**src/rtl/cpu_control.sv**
```systemverilog
// Instruction register, decoder and Moore control FSM for the Simple RISC Machine datapath.
// Optional MVN support is enabled with `define CPU_CTRL_MVN_EN; otherwise 101/11 is treated as illegal.
module cpu_control (
  input  logic        clk,
  input  logic        reset_n,
  input  logic [15:0] in,
  input  logic        load,
  input  logic        s,
  output logic        w,
  output logic [1:0]  vsel,
  output logic [2:0]  writenum,
  output logic [2:0]  readnum,
  output logic        write,
  output logic        loada,
  output logic        loadb,
  output logic        loadc,
  output logic        loads,
  output logic        asel,
  output logic        bsel,
  output logic [1:0]  shift,
  output logic [1:0]  ALUop,
  output logic [15:0] sximm5,
  output logic [15:0] sximm8
);

  typedef enum logic [2:0] {
    S_WAIT, S_DECODE, S_WRITE_IMM, S_GET_A, S_GET_B, S_ALU, S_WRITE_REG
  } state_t;

  typedef struct packed {
    logic       w;
    logic [1:0] vsel;
    logic [2:0] writenum;
    logic [2:0] readnum;
    logic       write;
    logic       loada;
    logic       loadb;
    logic       loadc;
    logic       loads;
    logic       asel;
  } ctl_t;

  state_t      state, state_nxt;
  logic [15:0] ir;
  ctl_t        ctl;

  logic [2:0] opcode, rn, rd, rm;
  logic [1:0] op;
  logic       is_movi, is_movr, is_mvn, is_alu3, is_cmp;

  assign opcode = ir[15:13];
  assign op     = ir[12:11];
  assign rn     = ir[10:8];
  assign rd     = ir[7:5];
  assign rm     = ir[2:0];

  assign is_movi = (opcode == 3'b110) && (op == 2'b10);
  assign is_movr = (opcode == 3'b110) && (op == 2'b00);
`ifdef CPU_CTRL_MVN_EN
  assign is_mvn  = (opcode == 3'b101) && (op == 2'b11);
`else
  assign is_mvn  = 1'b0;
`endif
  // ADD, CMP and AND all read both Rn and Rm
  assign is_alu3 = (opcode == 3'b101) && (op != 2'b11);
  assign is_cmp  = (opcode == 3'b101) && (op == 2'b01);

  // IR only captures in WAIT so an in-flight instruction is never disturbed
  always_ff @(posedge clk or negedge reset_n) begin
    if (!reset_n) begin
      state <= S_WAIT;
      ir    <= 16'h0000;
    end else begin
      state <= state_nxt;
      if (load && state == S_WAIT) ir <= in;
    end
  end

  always_comb begin
    state_nxt = state;
    ctl       = '0;
    unique case (state)
      S_WAIT: begin
        ctl.w = 1'b1;
        if (s) state_nxt = S_DECODE;
      end
      S_DECODE: begin
        if (is_movi)                state_nxt = S_WRITE_IMM;
        else if (is_movr || is_mvn) state_nxt = S_GET_B;
        else if (is_alu3)           state_nxt = S_GET_A;
        else                        state_nxt = S_WAIT;
      end
      S_WRITE_IMM: begin
        ctl.writenum = rn;
        ctl.vsel     = 2'b10;
        ctl.write    = 1'b1;
        state_nxt    = S_WAIT;
      end
      S_GET_A: begin
        ctl.readnum = rn;
        ctl.loada   = 1'b1;
        state_nxt   = S_GET_B;
      end
      S_GET_B: begin
        ctl.readnum = rm;
        ctl.loadb   = 1'b1;
        state_nxt   = S_ALU;
      end
      S_ALU: begin
        // single-operand ops see 0 on the A side
        ctl.asel  = is_movr || is_mvn;
        ctl.loadc = !is_cmp;
        ctl.loads = is_cmp;
        state_nxt = is_cmp ? S_WAIT : S_WRITE_REG;
      end
      S_WRITE_REG: begin
        ctl.writenum = rd;
        ctl.vsel     = 2'b00;
        ctl.write    = 1'b1;
        state_nxt    = S_WAIT;
      end
      default: state_nxt = S_WAIT;
    endcase
  end

  assign w        = ctl.w;
  assign vsel     = ctl.vsel;
  assign writenum = ctl.writenum;
  assign readnum  = ctl.readnum;
  assign write    = ctl.write;
  assign loada    = ctl.loada;
  assign loadb    = ctl.loadb;
  assign loadc    = ctl.loadc;
  assign loads    = ctl.loads;
  assign asel     = ctl.asel;
  assign bsel     = 1'b0;
  assign shift    = ir[4:3];
  assign ALUop    = ir[12:11];
  assign sximm5   = {{11{ir[4]}}, ir[4:0]};
  assign sximm8   = {{8{ir[7]}}, ir[7:0]};

endmodule
```
**config.mk**
```make
export PLATFORM = sky130hd
export DESIGN_NAME = cpu_control
export DESIGN_NICKNAME = d
export VERILOG_FILES = /design/src/rtl/cpu_control.sv
export SDC_FILE = /design/constraint.sdc
export NUM_CORES = 1
export LEC_CHECK = 0
export CELL_PAD_IN_SITES_DETAIL_PLACEMENT = 2
export CELL_PAD_IN_SITES_GLOBAL_PLACEMENT = 2
export CORE_MARGIN = 2
export CORE_UTILIZATION = 20
export CTS_BUF_LIST = sky130_fd_sc_hd__clkbuf_4
export DETAILED_ROUTE_END_ITERATION = 6
export PLACE_DENSITY_LB_ADDON = 0.25
export SETUP_SLACK_MARGIN = 0.5
export SLEW_MARGIN = 20
export SYNTH_ARGS = -nofsm -noshare
export SYNTH_HDL_FRONTEND = slang
export SYNTH_SLANG_ARGS = --single-unit
export TNS_END_PERCENT = 10
```
**constraint.sdc**
```tcl
create_clock -name clk -period 1.34 [get_ports clk]
set_input_delay 0.268 -clock clk [delete_from_list [all_inputs] [get_ports clk]]
set_output_delay 0.268 -clock clk [all_outputs]
set_load 0.03 [all_outputs]
```
==> Word level (Yosys, flattened, before mapping) <==
Cells that the tools add are included.
{ "totals": {"reg_bits": 19, "word_cells": 36} }
{ "op_classes": {"mux": 13, "reduce_logical": 9, "eq_ne": 12} }
{ "op_table": {"columns": ["op", "n"], "rows": [
  ["3-bit == test (second input constant)", 5],
  ["3-bit 2-to-1 mux", 5],
  ["3-bit one-hot mux with 5 select lines", 1],
  ["5-bit one-hot mux with 2 select lines", 1],
  ["3-bit by 2-bit == test with 1-bit output (second input constant)", 2],
  ["3-bit one-hot mux with 2 select lines", 1],
  ["1-bit logical AND", 5],
  ["1-bit 2-to-1 mux", 4],
  ["2-bit inequality test (second input constant)", 2],
  ["3-bit by 1-bit == test with 1-bit output (second input constant)", 1],
  ["3-bit zero test", 1],
  ["2-bit by 1-bit == test with 1-bit output (second input constant)", 1],
  ["2-bit == test (second input constant)", 1],
  ["2-bit zero test", 1],
  ["2-bit 2-to-1 mux", 1],
  ["2-bit OR reduction", 1],
  ["1-bit zero test", 1]
]} }

==> Logic depth before layout (Yosys ltp) <==
Gate-level depths: netlist (run 1).
{ "depth": {"word_depth": 6, "mapped_depth": 5, "ltp_nobuf": 3} }

==> Worst setup path after synthesis (run 1) <==
No wires, ideal clock.
{ "synth_timing": {"path_type": "flip-flop to output port", "startpoint": "register state[2]", "endpoint": "output readnum[0]", "path_buffers": 1, "arrival_ns": 1.857, "setup_slack_ns": -0.785, "path_stages_with_launch": 4, "required_ns": 1.072, "path_cell_list": "dfrtp_1 -> buf_2 -> nor3_1 -> a22o_1"} }
{ "synth_via": {"elab_chain_cells": 2, "word_cells_on_any_way": 3, "classes_between": "2 x eq/ne; 1 x mux"} }
{ "synth_rtl": {"columns": ["item", "line_no", "rtl"], "rows": [
  ["from (decl)", "43", "state_t state, state_nxt;"],
  ["from (signal assigned)", "74", "state <= state_nxt;"],
  ["3-bit == test / 3-bit by 2-bit == test with 1-bit output (equally long branches)", "82", "unique case (state)"],
  ["3-bit one-hot mux with 2 select lines (*)", "82", null],
  ["to (decl)", "12", "output logic [2:0] readnum,"]
]} }
Mark *: on every way between the ends. The rest lies on a longest branch, timed or not.

==> Final worst setup path (run 1) <==
{ "layout_timing": {"startpoint": "register state[2]", "endpoint": "output readnum[1]"} }
Same word-level chain as after synthesis.

==> results.md, run 1 <==
- The count of antenna diodes in the layout is 0.
- The deepest clock path buffer count is 2.
- The net switching share of the total power is 48.8%.
- Setup repair after global routing could not meet its margin everywhere.
- The multiplexer share of the synthesized area is 18.4%.
- The proportion of synthesized flip-flops having asynchronous set or reset is 100%.
- In this run the number of H-tree levels came out at 1.
- The initialized floorplan defines 28 standard-cell rows.
- In this run the horizontal extent of the chip is 83.6 µm.
- The complex-gate fraction of the synthesized area is 7.21%.
- Of the total synthesized cell area, the portion taken by AND, OR, NAND and NOR gates is 9.68%.
- The final reports fail on setup timing.
- Summed over all nets, the half-perimeter wirelength after detailed placement is 2980 µm.
- The cell type contributing the most total cell area after synthesis is sky130_fd_sc_hd__dfrtp_1.
- The cell-internal power is 3.33 mW.
- The number of cells in the design after placement is 241.
- The clock sink count is 19.
- The cell family contributing the most delay on the critical path is flip-flops.
- From bottom edge to top edge, the die measures 83.6 µm.
- The cell area after synthesis is 1270 µm².
- The signal arrival time at the worst endpoint is 1490 ps.
- The ratio of final minimum period to clock period is 131%.
- In the final layout, the share of cells above drive strength 1 is 66.9%.
- The worst-case IR drop observed on VDD is 0.00117 V.
- After the last flow step, the layout net total stands at 199.
- The most common cell in the synthesized netlist is sky130_fd_sc_hd__buf_4.
- The count of flip-flops with a built-in enable after synthesis is 0.
- The combinational fraction of design power is 76.1%.
- The number of max-slew violations in the final report came to 0.
- The startpoint type of the worst setup path is a flop.
- The portion of the post-synthesis area used by sequential elements is 37.5%.
- The number of antenna violations at the first check in global routing is 0.
- The worst register-to-register path has a depth of 5.
- Setup violations remaining at the end of the flow were counted as 33.
- The final cell area excluding filler cells is 2110 µm².
- Wires add up to 3950 µm.
- The biggest fanout along the worst timing path is 4.
- The number of DRC violations after detailed routing is 0.
- In this run the worst hold path is classified as input port to asynchronous set/reset pin.
- In the synthesized netlist, the cells that appear most often are sky130_fd_sc_hd__buf_4, sky130_fd_sc_hd__dfrtp_1, sky130_fd_sc_hd__mux2_4.
- The clock tree from TritonCTS is built.
- The post-CTS clock slew at the launch and capture registers of the worst setup and hold paths is 120 ps.
- By startpoint and endpoint, the worst setup path is classified as flop to output port.
- The synthesized netlist devotes 0% of its cell area to XOR and XNOR gates.
- The switching power total is 3.17 mW.
- For the finished layout, the period the worst path requires is 1760 ps.
- By area the synthesized netlist is led by sky130_fd_sc_hd__dfrtp_1, sky130_fd_sc_hd__buf_4, sky130_fd_sc_hd__mux2_4.
- The setup clock skew after layout is 1.32 ps.
- The number of logic stages on the critical path including buffering is 5.
- The global-route congestion overflow total is 0.
- The core outline area is 6030 µm².
- The relative area change from synthesis to final layout is 66.4%.
- Per report_power, the sequential group accounts for 18.9% of the total.
- The count of vias placed by the detailed router is 1056.
- The post-detailed-route via-to-cell ratio is 4.17.
- The flow ran to the end, but the final reports show violations.
- For this configuration, the core starts out at a cell density of 21.0%.
- Pin placement for this block handled 72 I/O pins.
- The largest individual stage delay along the critical path comes from the cell sky130_fd_sc_hd__dfrtp_2.
- The maximum number of pins on one net before global-route repair is 20.
- In the synthesized netlist the dominant register cell turns out to be sky130_fd_sc_hd__dfrtp_1.
- The die covers 6980 µm².
- The critical path startpoint is state[2].
- The source of the worst register-to-register timing path is state[0].
- Counting stages on the worst path, the most repeated cell is sky130_fd_sc_hd__buf_6.
- The number of hold buffers added after CTS was 0.
- At the end of routability-driven placement, the weighted congestion stood at 0.738.
- By area, the combinational part of the netlist is dominated by buffers and inverters.
- The critical path goes through buf_6 -> nor3_4 -> buf_6 -> a22o_4 -> buf_6.
- The number of flip-flops and latches in the synthesized netlist is 19.
- The end of the worst register-to-register path is ir[11].
- Max-cap violations in this run came to 0.
- The first-pass iteration count of the detailed router is 4.
- The portion of synthesized cell area occupied by the leading cell type is 37.5%.
- Dividing total power by cell area gives a power density of 3090 nW/µm².
- The number of hold-slack violations in the final timing report is 0.
- The post-route worst hold slack is 296 ps.
- The achievable frequency is 570 MHz.
- Of the total synthesized cell area, the portion taken by full adders, half adders and majority gates is 0%.
- The longest individual stage delay on the worst path is 470 ps.
- The wire length of the first global-routing pass is 6350 µm.
- The setup check on the worst reg-to-reg path leaves a slack of -330 ps.
- The detailed router finished its first iteration with 28 violations.
- Global routing used 11.6% of the available tracks across all layers.
- After detailed placement, the total cell area comes to 1790 µm².
- The mean instance size in the synthesized netlist is 10.7 µm².
- The final total negative setup slack is -9370 ps.
- The wire length per cell is 15.6 µm.
- The critical path data required time is 1070 ps.
- Synthesis produced a netlist whose cell count is 118.
- The CTS root buffer is sky130_fd_sc_hd__clkbuf_4.
- The power consumption is 6.51 mW.
- The critical path contains buffers and inverters numbering 3 combined.
- The number of global-route vias before repair is 1193.
- Per report_power, the clock group accounts for 5.0% of the total.
- The later pin in the worst-skew pair is clocked with a latency of 300 ps.
- Counting the buffers created by CTS gives 3.
- The endpoint of the worst setup timing path is readnum[1].
- The number of distinct library cell variants in the gate-level netlist after synthesis is 29.
- During synthesis, Yosys emitted a total of 0 warnings.
- The static leakage is 0.978 nW.
- Input and output buffers added on the ports amount to 69.
- The finished layout holds 253 standard cells, fillers aside.
- The count of nets left with antenna violations once routing finished came out at 0.
- The element type at the critical path end is an output port.
- The slack of the critical path is -416 ps.
## sequential cells by signal, summed over array words and instances (netlist names)
| register | cells |
|---|---|
| state | 3 |
| ir | 16 |
## what timing repair did
action,4_1_cts,5_1_grt
setup buffers,4,4
pin swaps,5,7
gates resized for setup,46,21
setup endpoints to repair,69,69
## final cells by class
cell class	instances	area, µm²
sequential	19	479
fill	665	3920
timing repair buffer	96	930
multi-input combinational	55	557
clock buffer	4	30.0
tap	75	93.8
inverter	4	17.5
## worst min-delay path by stage
stage / start / to / slack (ps)
floorplan: reset_n / ir[0] / -30
global placement: ir[6] / ir[6] / 540
detailed placement: ir[9] / ir[9] / 550
CTS: reset_n / ir[7] / 300
global route: reset_n / ir[7] / 300
finish: reset_n / ir[7] / 300
## logic make-up after synthesis
| logic type | count (synthesis) |
|---|---|
| DFF | 19 |
| and+or+nand+nor | 22 |
| AOI/OAI and AO/OA | 13 |
| muxes | 18 |
| other | 1 |
| buffers and inverters | 45 |
## power by group through the flow
stage / Combinational, mW / Sequential [mW] / Clock, mW
final: 4.95 / 1.23 / 0.327
after global routing: 5.21 / 1.29 / 0.365
after CTS: 4.77 / 1.24 / 0.351
after detailed placement: 4.21 / 1.21 / 0
after global placement: 4.14 / 1.18 / 0
after floorplan: 3.30 / 1.18 / 0
## worst register-to-register path, delay by kind of cell, from the launching register on
kind / cells / cell delay, ps
DFF: 1 / 440
and+or+nand+nor: 2 / 510
muxes: 1 / 380
buffers and inverters: 2 / 250
## metal layers
layer  GRT usage [%]  share of wire [%]  up-vias
li1                -                  -      481
met1            13.5                 40      524
met2            21.1                 53       45
met3            2.08                5.4        6
met4            4.11                1.7        0
met5               0                  0        -
## placed cells by master (no fill, tap or decap), types with 2 or more instances in the layout
cell / netlist / layout
sky130_fd_sc_hd__inv_2: 0 / 2
sky130_fd_sc_hd__nor2_2: 0 / 3
sky130_fd_sc_hd__dfrtp_2: 0 / 3
sky130_fd_sc_hd__a22o_4: 0 / 2
sky130_fd_sc_hd__nor3_4: 0 / 3
sky130_fd_sc_hd__mux2_4: 9 / 9
sky130_fd_sc_hd__buf_4: 38 / 34
sky130_fd_sc_hd__nor2_1: 7 / 4
sky130_fd_sc_hd__a21oi_1: 2 / 2
sky130_fd_sc_hd__clkdlybuf4s50_1: 0 / 19
sky130_fd_sc_hd__o21ai_0: 3 / 2
sky130_fd_sc_hd__mux2_2: 6 / 6
sky130_fd_sc_hd__clkbuf_4: 0 / 4
sky130_fd_sc_hd__dfrtp_1: 19 / 16
sky130_fd_sc_hd__buf_6: 0 / 43
sky130_fd_sc_hd__mux2i_1: 3 / 3
sky130_fd_sc_hd__conb_1: 1 / 2
## metrics by stage
stage               setup WS [ps]  utilization, %
global route                 -488            35.0
detailed placement           -270            29.7
global placement             -229            29.7
finish                       -416            35.0
CTS                          -412            33.3
floorplan                    -318               -
Power figures use the tool's default switching activity.
==> inputs of run 2 (changes only) <==
CORE_MARGIN = not set   (was 2)
GPL_ROUTABILITY_DRIVEN = 0   (was not set)
==> run 2 against run 1 <==
  * The flow still finishes with violations (setup timing)
  * Sequential share of layout area fell by 0.26 points
  * Register-to-register slack improved by 50 ps
  * Clock power barely moved
  * Combinational power rose by 1%
  * Maximum frequency fell by 0.28%
  * Final cell count rose by 0.40%
  * Clock skew barely moved
  * Critical endpoint is now readnum[0]
==> results.md, run 2 (synthesis gave the netlist of run 1 again) <==
- The deepest clock path buffer count is 2 (unchanged).
- The wire length of the first global-routing pass was 5750 µm (-9.4%).
- The global-route congestion overflow total is 0 (unchanged).
- The maximum number of pins on one net before global-route repair is 20 (unchanged).
- The final count of negative-setup-slack endpoints is 33 (unchanged).
- The final cell area excluding filler cells is 2130 µm² (+0.89%).
- The setup clock skew after layout is 1.77 ps (+0.444 ps).
- STA classifies the critical path endpoint as an output port.
- The number of nets still failing antenna checks after routing is 0 (unchanged).
- The maximum level of the CTS H-tree came to 1 (unchanged).
- The number of buffers created by CTS is 3 (unchanged).
- The post-route worst hold slack came to 296 ps (-0.389 ps).
- The startpoint type of the worst setup path is a flop.
- The register containing the most flip-flops in the final layout is ir.
- The flow ran to the end, but the final reports show violations.
- The power per unit of standard cell area was 3100 nW/µm² (+0.28%).
- The flip-flop count of the largest register, all copies and words added is 16 (unchanged).
- The achievable frequency came to 568 MHz (-0.28%).
- The row count came to 28 (unchanged).
- The count of antenna diodes in the layout is 0 (unchanged).
- The count of vias placed by the detailed router is 1042 (-1.3%).
- The number of nets in the finished design was 200 (+0.50%).
- The checks that failed: setup timing.
- The first-pass iteration count of the detailed router is 2 (-2).
- The minimum clock period was 1760 ps (+4.89 ps).
- The chip width is 81.6 µm (-2.4%).
- The most common cell after layout, fill and taps aside is sky130_fd_sc_hd__buf_6.
- The number of max-slew violations in the final report is 0 (unchanged).
- The signal arrival time at the worst endpoint was 1490 ps (about the same).
- The total die area is 6650 µm² (-4.7%).
- The core occupancy in the finished layout is 35.3% (+0.31 points).
- The number of DRC violations after detailed routing is 0 (unchanged).
- The power consumption is 6.58 mW (+1.2%).
- The biggest fanout along the worst timing path is 4 (unchanged).
- The height of the die is 81.6 µm (-2.4%).
- The post-detailed-route via-to-cell ratio is 4.10 (-1.7%).
- The post-placement worst setup slack is -252 ps (+17.6 ps).
- TritonCTS built the clock tree.
- Setup repair after global routing could not meet its margin everywhere.
- The core outline area is 6030 µm² (unchanged).
- The total routing usage reported by global routing came to 11.9% (+0.28 points).
- Leaving out fill and tap cells, the most frequent cells in the layout are sky130_fd_sc_hd__buf_6, sky130_fd_sc_hd__buf_4, sky130_fd_sc_hd__clkdlybuf4s50_1.
- The number of DRC markers after the initial detailed-route iteration is 25 (-11%).
- The initial core utilization is 21.0% (unchanged).
- The placed instance area is 1810 µm² (+1.1%).
- The post-CTS clock slew at the launch and capture registers of the worst setup and hold paths is 120 ps (about the same).
- The number of hold-slack violations in the final timing report is 0 (unchanged).
- The critical path class is flop to output port.
- The total wire length is 3940 µm (-0.25%).
- The number of global-route vias before repair is 1096 (-8.1%).
- The I/O pin count is 72 (unchanged).
- The share of post-route cells with drive strength above 1 is 67.6% (+0.74 points).
- The number of buffers added to fix hold violations after cts came to 0 (unchanged).
- The slack of the critical path is -421 ps (-4.89 ps).
- The wire length per cell was 15.5 µm (-0.65%).
- Clock tree synthesis selected as its root buffer the cell sky130_fd_sc_hd__clkbuf_4.
- The ratio of final minimum period to clock period is 131% (+0.36 points).
- The number of antenna violations at the first check in global routing is 0 (unchanged).
- The number of max-capacitance violations reported came to 0 (unchanged).
- In the final layout, the registers with the most flip-flops are ir (16), state (3).
- The largest vdd supply drop is 0.00120 V (+2.4%).
- The critical path data required time is 1070 ps (about the same).
- The count of port buffers added during placement is 69 (unchanged).
- The clock sink count is 19 (unchanged).
- The post-DP HPWL came to 2820 µm (-5.5%).
- The static leakage is 0.974 nW (-0.39%).
- The tightest min-delay check is of the input port to asynchronous set/reset pin type.
- Compared with the post-synthesis result, the final layout area differs by 67.9%.
- The latest clock arrival within the worst-skew pair is 300 ps (about the same).
-- run 2: changes by cell type in the layout (fill, tap and decap cells not counted), sizes merged --
cell	before	now
buf	77	78
-- run 2: routing by layer --
| metal | global-route usage, % | routed length [µm] |
|---|---|---|
| met1 | 13.2 | 1550 |
| met4 | 2.63 | 21 |
| met3 | 3.33 | 256 |
| met5 | 0 | 0 |
| met2 | 22.2 | 2110 |
-- run 2: final timing paths --
kind | startpoint | to | slack [ps] | cells past startpoint
min reg2reg | ir[8] | ir[8] | 560 | 1
max in group asynchronous | reset_n | ir[4] | 820 | 2
min | reset_n | ir[3] | 300 | 2
max | state[0] | readnum[0] | -420 | 5
max reg2reg | state[0] | ir[9] | -280 | 4
min in group clk | in[13] | ir[13] | 530 | 3
-- run 2: final cells by class --
class,count,area (µm²)
Tap cell,75,93.8
Inverter,4,15.0
Multi-Input combinational cell,55,571
Clock buffer,4,30.0
Fill cell,663,3900
Timing Repair Buffer,97,938
Sequential cell,19,478
-- run 2: stage by stage --
stage               cells  TNS (ps)
floorplan             119     -5640
global placement      243     -4180
detailed placement    243     -5170
CTS                   252     -9180
global route          254    -11950
finish                254     -8850
-- run 2: timing repair --
action / in CTS / in global routing
resized for setup: 51 / 24
buffers inserted: 5 / 2
pin swaps: 7 / 6
setup endpoints to repair: 69 / 69
endpoints found under the hold margin: 0 / 0
-- run 2: critical path, stage by stage (launching register included) --
cell	delay (ps)
sky130_fd_sc_hd__dfrtp_1	400
sky130_fd_sc_hd__inv_2	70
sky130_fd_sc_hd__buf_6	120
sky130_fd_sc_hd__nor3_4	270
sky130_fd_sc_hd__a22o_1	200
sky130_fd_sc_hd__buf_6	130
-- run 2: report_power, final --
group	internal, mW	switching (mW)	total (mW)
Sequential	0.869	0.366	1.23
Combinational	2.38	2.64	5.02
Clock	0.136	0.192	0.328
